File: config.mk
export PLATFORM = sky130hd
export DESIGN_NAME = audio_adc_rx
export DESIGN_NICKNAME = d
export VERILOG_FILES = /design/src/rtl/audio_adc_rx.sv
export SDC_FILE = /design/constraint.sdc
export NUM_CORES = 1
export LEC_CHECK = 0
export ABC_AREA = 1
export BUFFER_PORTS_ARGS = -buffer_cell sky130_fd_sc_hd__buf_4
export CAP_MARGIN = 15
export CORE_UTILIZATION = 62
export DETAILED_ROUTE_END_ITERATION = 10
export PLACE_DENSITY = 0.84
export SYNTH_ARGS = -nofsm -noshare
export SYNTH_HDL_FRONTEND = slang
export SYNTH_SLANG_ARGS = --single-unit
File: constraint.sdc
create_clock -name clk -period 2.7 [get_ports clk]
set_clock_uncertainty 0.2 [all_clocks]
set_input_delay 0 -clock clk [delete_from_list [all_inputs] [get_ports clk]]
set_output_delay 0 -clock clk [all_outputs]
set_load 0.02 [all_outputs]
File: src/rtl/audio_adc_rx.sv
// Codec ADC receiver: oversamples a left-justified I2S-style stream on the system clock
// and presents complete stereo frames over a valid/ready handshake with overrun tracking.
`timescale 1ns/1ps
module audio_adc_rx #(
  parameter int DATA_WIDTH  = 16,
  parameter int SYNC_STAGES = 2
) (
  input  logic                  clk,
  input  logic                  reset_n,
  input  logic                  aud_bclk,
  input  logic                  aud_adclrck,
  input  logic                  aud_adcdat,
  input  logic                  enable,
  input  logic                  sample_ready,
  input  logic                  clear_overrun,
  output logic [DATA_WIDTH-1:0] sample_left,
  output logic [DATA_WIDTH-1:0] sample_right,
  output logic                  sample_valid,
  output logic                  overrun,
  output logic                  frame_error
);

  localparam int CNT_W = $clog2(DATA_WIDTH + 1);

  typedef enum logic [2:0] {
    IDLE,
    LEFT_SHIFT,
    LEFT_WAIT,
    RIGHT_SHIFT,
    RIGHT_WAIT
  } state_t;

  logic [SYNC_STAGES-1:0] bclk_sync_q, lrck_sync_q, dat_sync_q;
  logic                   bclk_prev_q, lrck_prev_q, lrck_seen_q;
  logic                   bclk_s, lrck_s, dat_s;
  logic                   bclk_rise, lr_edge, lr_rise, lr_fall;

  state_t                 state_q, state_d;
  logic [CNT_W-1:0]       bit_cnt_q, bit_cnt_d, cnt_inc;
  logic [DATA_WIDTH-1:0]  shift_l_q, shift_l_d, shift_r_q, shift_r_d;
  logic [DATA_WIDTH-1:0]  shifted_l, shifted_r;
  logic                   commit, short_err;

  logic [DATA_WIDTH-1:0]  left_q, right_q;
  logic                   valid_q, overrun_q, frame_error_q;

  // NOTE: state registers use non-blocking assignments so every flop samples
  // pre-edge values; blocking here would collapse the synchronizer chain.
  always_ff @(posedge clk or negedge reset_n) begin
    if (!reset_n) begin
      bclk_sync_q <= '0;
      lrck_sync_q <= '0;
      dat_sync_q  <= '0;
      bclk_prev_q <= 1'b0;
      lrck_prev_q <= 1'b0;
      lrck_seen_q <= 1'b0;
    end else begin
      bclk_sync_q <= {bclk_sync_q[SYNC_STAGES-2:0], aud_bclk};
      lrck_sync_q <= {lrck_sync_q[SYNC_STAGES-2:0], aud_adclrck};
      dat_sync_q  <= {dat_sync_q[SYNC_STAGES-2:0], aud_adcdat};
      bclk_prev_q <= bclk_s;
      if (bclk_rise) begin
        lrck_prev_q <= lrck_s;
        lrck_seen_q <= 1'b1;
      end
    end
  end

  assign bclk_s    = bclk_sync_q[SYNC_STAGES-1];
  assign lrck_s    = lrck_sync_q[SYNC_STAGES-1];
  assign dat_s     = dat_sync_q[SYNC_STAGES-1];
  assign bclk_rise = bclk_s & ~bclk_prev_q;
  // The first sample after reset has no predecessor, so it can never form an edge.
  assign lr_edge   = bclk_rise & lrck_seen_q & (lrck_s ^ lrck_prev_q);
  assign lr_rise   = lr_edge & lrck_s;
  assign lr_fall   = lr_edge & ~lrck_s;

  assign shifted_l = {shift_l_q[DATA_WIDTH-2:0], dat_s};
  assign shifted_r = {shift_r_q[DATA_WIDTH-2:0], dat_s};
  assign cnt_inc   = bit_cnt_q + 1'b1;

  // NOTE: every signal written here gets a default first, so no path leaves a
  // value unassigned and no latch is inferred.
  always_comb begin
    state_d   = state_q;
    bit_cnt_d = bit_cnt_q;
    shift_l_d = shift_l_q;
    shift_r_d = shift_r_q;
    commit    = 1'b0;
    short_err = 1'b0;

    if (!enable) begin
      state_d = IDLE;
    end else if (bclk_rise) begin
      unique case (state_q)
        IDLE: begin
          if (lr_rise) begin
            shift_l_d = shifted_l;
            bit_cnt_d = CNT_W'(1);
            state_d   = LEFT_SHIFT;
          end
        end
        LEFT_SHIFT, RIGHT_SHIFT: begin
          if (lr_edge) begin
            short_err = 1'b1;
            if (lr_rise) begin
              shift_l_d = shifted_l;
              bit_cnt_d = CNT_W'(1);
              state_d   = LEFT_SHIFT;
            end else begin
              state_d = IDLE;
            end
          end else begin
            bit_cnt_d = cnt_inc;
            if (state_q == LEFT_SHIFT) begin
              shift_l_d = shifted_l;
              if (cnt_inc == CNT_W'(DATA_WIDTH)) state_d = LEFT_WAIT;
            end else begin
              shift_r_d = shifted_r;
              if (cnt_inc == CNT_W'(DATA_WIDTH)) begin
                commit  = 1'b1;
                state_d = RIGHT_WAIT;
              end
            end
          end
        end
        LEFT_WAIT: begin
          if (lr_fall) begin
            shift_r_d = shifted_r;
            bit_cnt_d = CNT_W'(1);
            state_d   = RIGHT_SHIFT;
          end
        end
        RIGHT_WAIT: begin
          if (lr_rise) begin
            shift_l_d = shifted_l;
            bit_cnt_d = CNT_W'(1);
            state_d   = LEFT_SHIFT;
          end
        end
        default: state_d = IDLE;
      endcase
    end
  end

  always_ff @(posedge clk or negedge reset_n) begin
    if (!reset_n) begin
      state_q   <= IDLE;
      bit_cnt_q <= '0;
      shift_l_q <= '0;
      shift_r_q <= '0;
    end else begin
      state_q   <= state_d;
      bit_cnt_q <= bit_cnt_d;
      shift_l_q <= shift_l_d;
      shift_r_q <= shift_r_d;
    end
  end

  // Output side: a commit always wins over acceptance, so a simultaneous
  // ready+commit hands off the old frame and presents the new one.
  always_ff @(posedge clk or negedge reset_n) begin
    if (!reset_n) begin
      left_q        <= '0;
      right_q       <= '0;
      valid_q       <= 1'b0;
      overrun_q     <= 1'b0;
      frame_error_q <= 1'b0;
    end else begin
      frame_error_q <= short_err;
      if (commit) begin
        left_q  <= shift_l_q;
        right_q <= shifted_r;
        valid_q <= 1'b1;
      end else if (sample_ready) begin
        valid_q <= 1'b0;
      end
      if (commit && valid_q && !sample_ready) overrun_q <= 1'b1;
      else if (clear_overrun)                 overrun_q <= 1'b0;
    end
  end

  assign sample_left  = left_q;
  assign sample_right = right_q;
  assign sample_valid = valid_q;
  assign overrun      = overrun_q;
  assign frame_error  = frame_error_q;

endmodule

==> results.yml, run 1 <==
worst_setup_path:
  rr_worst_depth: 9
  crit_end: "overrun"
  worstSetupStartpoint: "bit_cnt_q[0]"
  start_kind: "flip-flop"
  cp_data_arrival_time_ns: 2.35
  required_ns: 2.79
  r2r-end: "overrun"
  r2r_setup_slack_ns: 0.44
  path_max_fanout: 6
  end_kind: "flip-flop"
  reg2reg_from: "bit_cnt_q[0]"
  setup.worst_path.class: "flip-flop to flip-flop"
pwr:
  power_density_nw_per_um2: 550
  vdd_drop_max_uv: 361
  fin_total_pwr_w: 0.00233
  p_leak_nw: 2.40
synth:
  ys_seq_area_share_pct: 57.3
  synth_xor_area_share_pct: 0
  synthArstFlopShare_pct: 100
  synthSimpleGateAreaFrac_pct: 31.2
  syn_area_per_cell_um2: 9.02
  synth_ff_type: "dfrtp_1"
  synth_mux_area_share_pct: 0
  syn_nets: 412
  synth-compound-area-share_pct: 3.56
  synth-seq-cells: 83
  netlist_instances: 402
  yosysUniqueCellTypes: 26
  synth_adder_area_share_pct: 0.690
  synth_area_um2: 3620
  synth_edf_count: 0
  synth_warnings: 0
  synth_top_family_by_area: "simple AND/OR/NAND/NOR gates"
floorplanning:
  io-pin-count: 43
  coreArea_um2: 5570
  die_w_um: 78.5
  core.rowCount: 27
  die-area_um2: 6160
  start_util_pct: 65.0
  chipHeight_um: 78.5
placed_design:
  place.port_buffers: 42
  gp_congestion: 0.893
  hpwlAfterDp_mm: 4.59
routing:
  drtAntennaViolNets: 0
  vias: 2840
  post_drt_wl_per_cell_um: 13.4
  via_per_inst: 5.39
  initialDrtViolationCount: 217
  route.detailed.drc: 0
  firstDrtPassIters: 4
  wl_mm: 7.07
finish:
  syn2layout_area_growth_pct: 16.8
  layout.nets: 460
  drive_gt1_share_pct: 20.0
  fill_cells: 390
  mostFrequentLayoutCell: "nand2_1"
  multiInputGateArea_um2: 1280
  seqCellArea_um2: 2080
  mostFrequentLayoutCells: "nand2_1 (137), dfrtp_1 (83), buf_4 (45)"
  antennaDiodeCount: 0
sta:
  hold_viol: 0
  finalMaxSlewViolations: 0
  slew_headroom_pct: 32.0
  setup_violations: 0
  rsz0062_at_grt: "false"
  fin_crit_sh_pct: 83.6
  tightest_slew_ns: 1.02
  period_needed_ns: 2.26
  fin_setup_tns_ns: 0
  max_freq_mhz: 443
run_status:
  status: "finished, final reports clean"
global_routing:
  overflow: 0
  grt_pass1_wl_mm: 12.2
  grt_util_all_layers_pct: 26.1
  grt_max_degree: 84
  grt_pass1_vias: 2735
  antenna_found_initial: 0
cts:
  clkLatencyLatePin_ns: 0.36
  cts-resized-gates: 0
  cts_htree_levels: 3
  clkTransAtPathRegs_ns: 0.08
  clockBufferDepth: 2
  clkSinkCount: 83
  cts_tree: "done"
  cts-root-buf: "clkbuf_8"
  cts_made_buffers: 9
min_path:
  worstHoldPathType: "primary input to flip-flop"
run:
  maxCapViolations: 0
state kept, by name (all words and copies together), names as in the netlist:
register,flops
dat_sync_q,2
bclk_sync_q,2
sample_right,16
lrck_prev_q,1
overrun,1
lrck_seen_q,1
frame_error,1
shift_r_q,15
state_q,3
lrck_sync_q,2
shift_l_q,16
bit_cnt_q,5
sample_valid,1
sample_left,16
bclk_prev_q,1
worst max-delay path, stage by stage, from the launching register on:
cell and delay (ns):
dfrtp_1 0.44, ha_1 0.26, nand3_1 0.09, nand2_1 0.05, nand2_1 0.15, nand2_1 0.09
nor2_1 0.11, nand3_1 0.11, o21ai_0 0.15, dlygate4sd3_1 0.56
metrics by stage:
step                hold WS [ns]  std cells  setup WS [ns]  utilization [%]  cell area (µm²)
floorplan                 -0.496        402          0.935                -             3620
global placement         -0.0901        502          0.686             70.5             3930
detailed placement       -0.0896        502          0.600             70.5             3930
CTS                       0.0804        527          0.437             75.9             4230
global route              0.0839        527          0.295             75.9             4230
finish                    0.0938        527          0.442             75.9             4230
per-layer routing:
| layer | global-route usage [%] | share of wire, % | vias to the layer above |
|---|---|---|---|
| met5 | 0 | 0 | - |
| met4 | 11.3 | 1.8 | 0 |
| met3 | 4.19 | 4.2 | 11 |
| met2 | 42.1 | 49 | 87 |
| met1 | 35.3 | 45 | 1353 |
| li1 | - | - | 1389 |
repair_timing:
| action | in CTS | in global routing |
|---|---|---|
| setup buffers | 0 | 0 |
| hold endpoints to repair | 97 | 0 |
| hold buffers | 9 | 0 |
where the power goes:
group | switching [W] | internal, W | leakage, nW
Clock | 0.000446 | 0.000481 | 0.106
Sequential | 0.0000243 | 0.00126 | 1.10
Combinational | 0.0000763 | 0.0000364 | 1.20
how the worst min path moves through the flow:
| stage | start | to | slack (ns) | cells after the start |
|---|---|---|---|---|
| final | aud_adcdat | dat_sync_q[0] | 0.09 | 2 |
| after global routing | aud_bclk | bclk_sync_q[0] | 0.08 | 2 |
| after CTS | aud_bclk | bclk_sync_q[0] | 0.08 | 2 |
| after detailed placement | aud_bclk | bclk_sync_q[0] | -0.09 | 1 |
| after global placement | aud_bclk | bclk_sync_q[0] | -0.09 | 1 |
| after floorplan | reset_n | bclk_prev_q | -0.50 | 0 |
synthesized netlist by cell type, types with 3 or more instances:
master / number / share of area, %
o21ai_1: 9 / 1.2
nand2_2: 12 / 2.1
buf_2: 9 / 1.2
inv_2: 5 / 0.52
a21oi_1: 7 / 0.97
nand4_1: 21 / 3.6
nand2_1: 137 / 14
buf_4: 3 / 0.62
buf_6: 3 / 0.93
dfrtp_1: 83 / 57
nor2_1: 11 / 1.1
nand3_1: 44 / 6.1
inv_1: 31 / 3.2
o21ai_0: 8 / 1.1
cell type report:
cell class / instances / share of cell area, %
clock inverters: 5 / 1.42
repair buffers: 54 / 10.1
well taps: 72 / 2.13
flip-flops and latches: 83 / 49.1
inverters: 37 / 3.34
clock buffers: 11 / 3.58
multi-input cells: 265 / 30.4
cell families after synthesis:
group	count (synthesis)
DFF	83
and+or+nand+nor	238
adders and majority gates	2
AOI/OAI and AO/OA	25
buffers and inverters	54
Power figures use the tool's default switching activity.
==> run 2: changes to the inputs <==
Settings changed: CORE_UTILIZATION 62 to 57, PLACE_DENSITY 0.84 to 0.78.
Clock period 2.7 ns to 2.2 ns, I/O delays scaled along.
==> run 2 against run 1 <==
  * Clock power up 20%
  * Critical path type unchanged
  * Cell area up 1.7%
  * Utilization down 4.5 points
  * Setup slack worse by 0.31 ns
  * Highest routed layer unchanged
  * Critical path depth up 1
==> results.yml, run 2 (synthesis gave the netlist of run 1 again) <==
routing:
  via_per_inst: 5.19
  vias: 2788
  route.detailed.drc: 0
  initialDrtViolationCount: 142
  post_drt_wl_per_cell_um: 13.1
  wl_mm: 7.02
  firstDrtPassIters: 4
  drtAntennaViolNets: 0
sta:
  setup_violations: 0
  fin_ws_ns: 0.133
  finalMaxSlewViolations: 0
  slew_headroom_pct: 75.4
  fin_crit_sh_pct: 94.0
  fin_setup_tns_ns: 0
  period_needed_ns: 2.07
  max_freq_mhz: 484
  hold_viol: 0
  tightest_slew_ns: 0.368
cts:
  clkSinkCount: 83
  cts_made_buffers: 9
  clkTransAtPathRegs_ns: 0.08
  cts_tree: "done"
  clkLatencyLatePin_ns: 0.35
  clockBufferDepth: 2
  cts-root-buf: "clkbuf_8"
  cts_htree_levels: 3
finish:
  syn2layout_area_growth_pct: 18.7
  final_cells: 537
  multiInputGateArea_um2: 1290
  layout.nets: 468
  antennaDiodeCount: 0
  seqCellArea_um2: 2080
  drive_gt1_share_pct: 21.9
  mostFrequentLayoutCell: "nand2_1"
  fill_cells: 475
  mostFrequentLayoutCells: "nand2_1 (136), dfrtp_1 (82), buf_4 (52)"
  utilization_pct: 71.4
  final_cell_area_um2: 4300
worst_setup_path:
  required_ns: 2.28
  worst_path_most_repeated_cell: "nand2_1"
  max_stage_delay_ns: 0.54
  end_kind: "flip-flop"
  cp_data_arrival_time_ns: 2.15
  slowest_stage: "dlygate4sd3_1"
  start_kind: "flip-flop"
  path_cells: "ha_2 -> inv_1 -> nand2_1 -> nand2_1 -> nor2_4 -> inv_1 -> nor2_1 -> nand3_1 -> nand2_1 -> dlygate4sd3_1"
  crit_family: "buffers and inverters"
  setup.worst_path.class: "flip-flop to flip-flop"
  cp_num_buf_inv: 3
  path_max_fanout: 5
pwr:
  vdd_drop_max_uv: 511
  p_leak_nw: 2.43
  power_density_nw_per_um2: 665
global_routing:
  antenna_found_initial: 0
  gr-usage-met3_pct: 3.89
  grtUsageMet2_pct: 37.2
  use_met1_pct: 30.4
  grt_util_all_layers_pct: 23.1
  grt_max_degree: 36
  overflow: 0
  grt_pass1_wl_mm: 11.6
  grt_pass1_vias: 2632
  grt-busiest-layer: "met2"
placed_design:
  hpwlAfterDp_mm: 4.53
  gp_congestion: 0.863
  place_area_um2: 3970
  place.port_buffers: 42
  pre_cts_slack_ns: 0.186
  dpl.cell_count: 509
run:
  maxCapViolations: 0
floorplanning:
  chipHeight_um: 81.7
  start_util_pct: 60.2
  die-area_um2: 6680
  io-pin-count: 43
  coreArea_um2: 6030
  die_w_um: 81.7
  core.rowCount: 28
run_status:
  status: "finished, final reports clean"
min_path:
  worstHoldPathType: "primary input to flip-flop"
run 2: cell types whose count changed in the layout (fill, tap and decap cells not counted):
cell	change
dfrtp_1	-1
nand2_2	+1
dfrtp_2	+1
ha_2	+1
clkinv_4	+1
ha_1	-1
clkinvlp_4	-1
buf_12	+1
nand2_1	-1
clkbuf_8	-1
buf_4	+7
run 2: metrics by stage:
stage | hold WS [ns] | power (W)
after floorplan | -0.496 | 0.00168
after global placement | -0.216 | 0.00174
after detailed placement | -0.215 | 0.00175
after CTS | 0.0797 | 0.00286
after global routing | 0.0999 | 0.00295
final | 0.0896 | 0.00286
run 2: routing by layer:
metal  vias to the layer above  wire length (µm)
met4                         0               116
met1                      1328              3260
met5                         -                 0
li1                       1397                 -
met3                        10               233
met2                        53              3410
run 2: report_power, final:
part           switching (W)  internal, W
clock network       0.000557     0.000556
registers          0.0000282      0.00155
logic              0.0000996    0.0000658
run 2: cell type report:
| class | count | share of cell area (%) |
|---|---|---|
| flip-flops and latches | 83 | 48.3 |
| multi-input cells | 265 | 30.0 |
| repair buffers | 62 | 11.6 |
| inverters | 37 | 3.29 |
| clock buffers | 10 | 3.20 |
| well taps | 75 | 2.18 |
| clock inverters | 5 | 1.42 |
run 2: repair_timing:
action	4_1_cts	5_1_grt
endpoints found under the setup margin	0	4
hold endpoints to repair	93	0
setup buffers	0	3
resized for setup	0	3
hold buffers	10	0
run 2: worst paths after layout:
kind	startpoint	to	slack, ns	cells past startpoint
worst max-delay path	bit_cnt_q[1]	sample_valid	0.13	10
worst min-delay path	aud_adclrck	lrck_sync_q[0]	0.09	2
worst max register to register	bit_cnt_q[1]	sample_valid	0.13	10
worst min register to register	dat_sync_q[0]	dat_sync_q[1]	0.15	0
max in group asynchronous	reset_n	state_q[2]	0.93	4
min in group asynchronous	reset_n	sample_left[0]	0.52	4
run 2: worst register-to-register path, cell delays in order (launching register included):
cell and delay (ns):
dfrtp_1 0.42, ha_2 0.23, inv_1 0.05, nand2_1 0.05
nand2_1 0.09, nor2_4 0.12, inv_1 0.05, nor2_1 0.09
nand3_1 0.09, nand2_1 0.07, dlygate4sd3_1 0.54
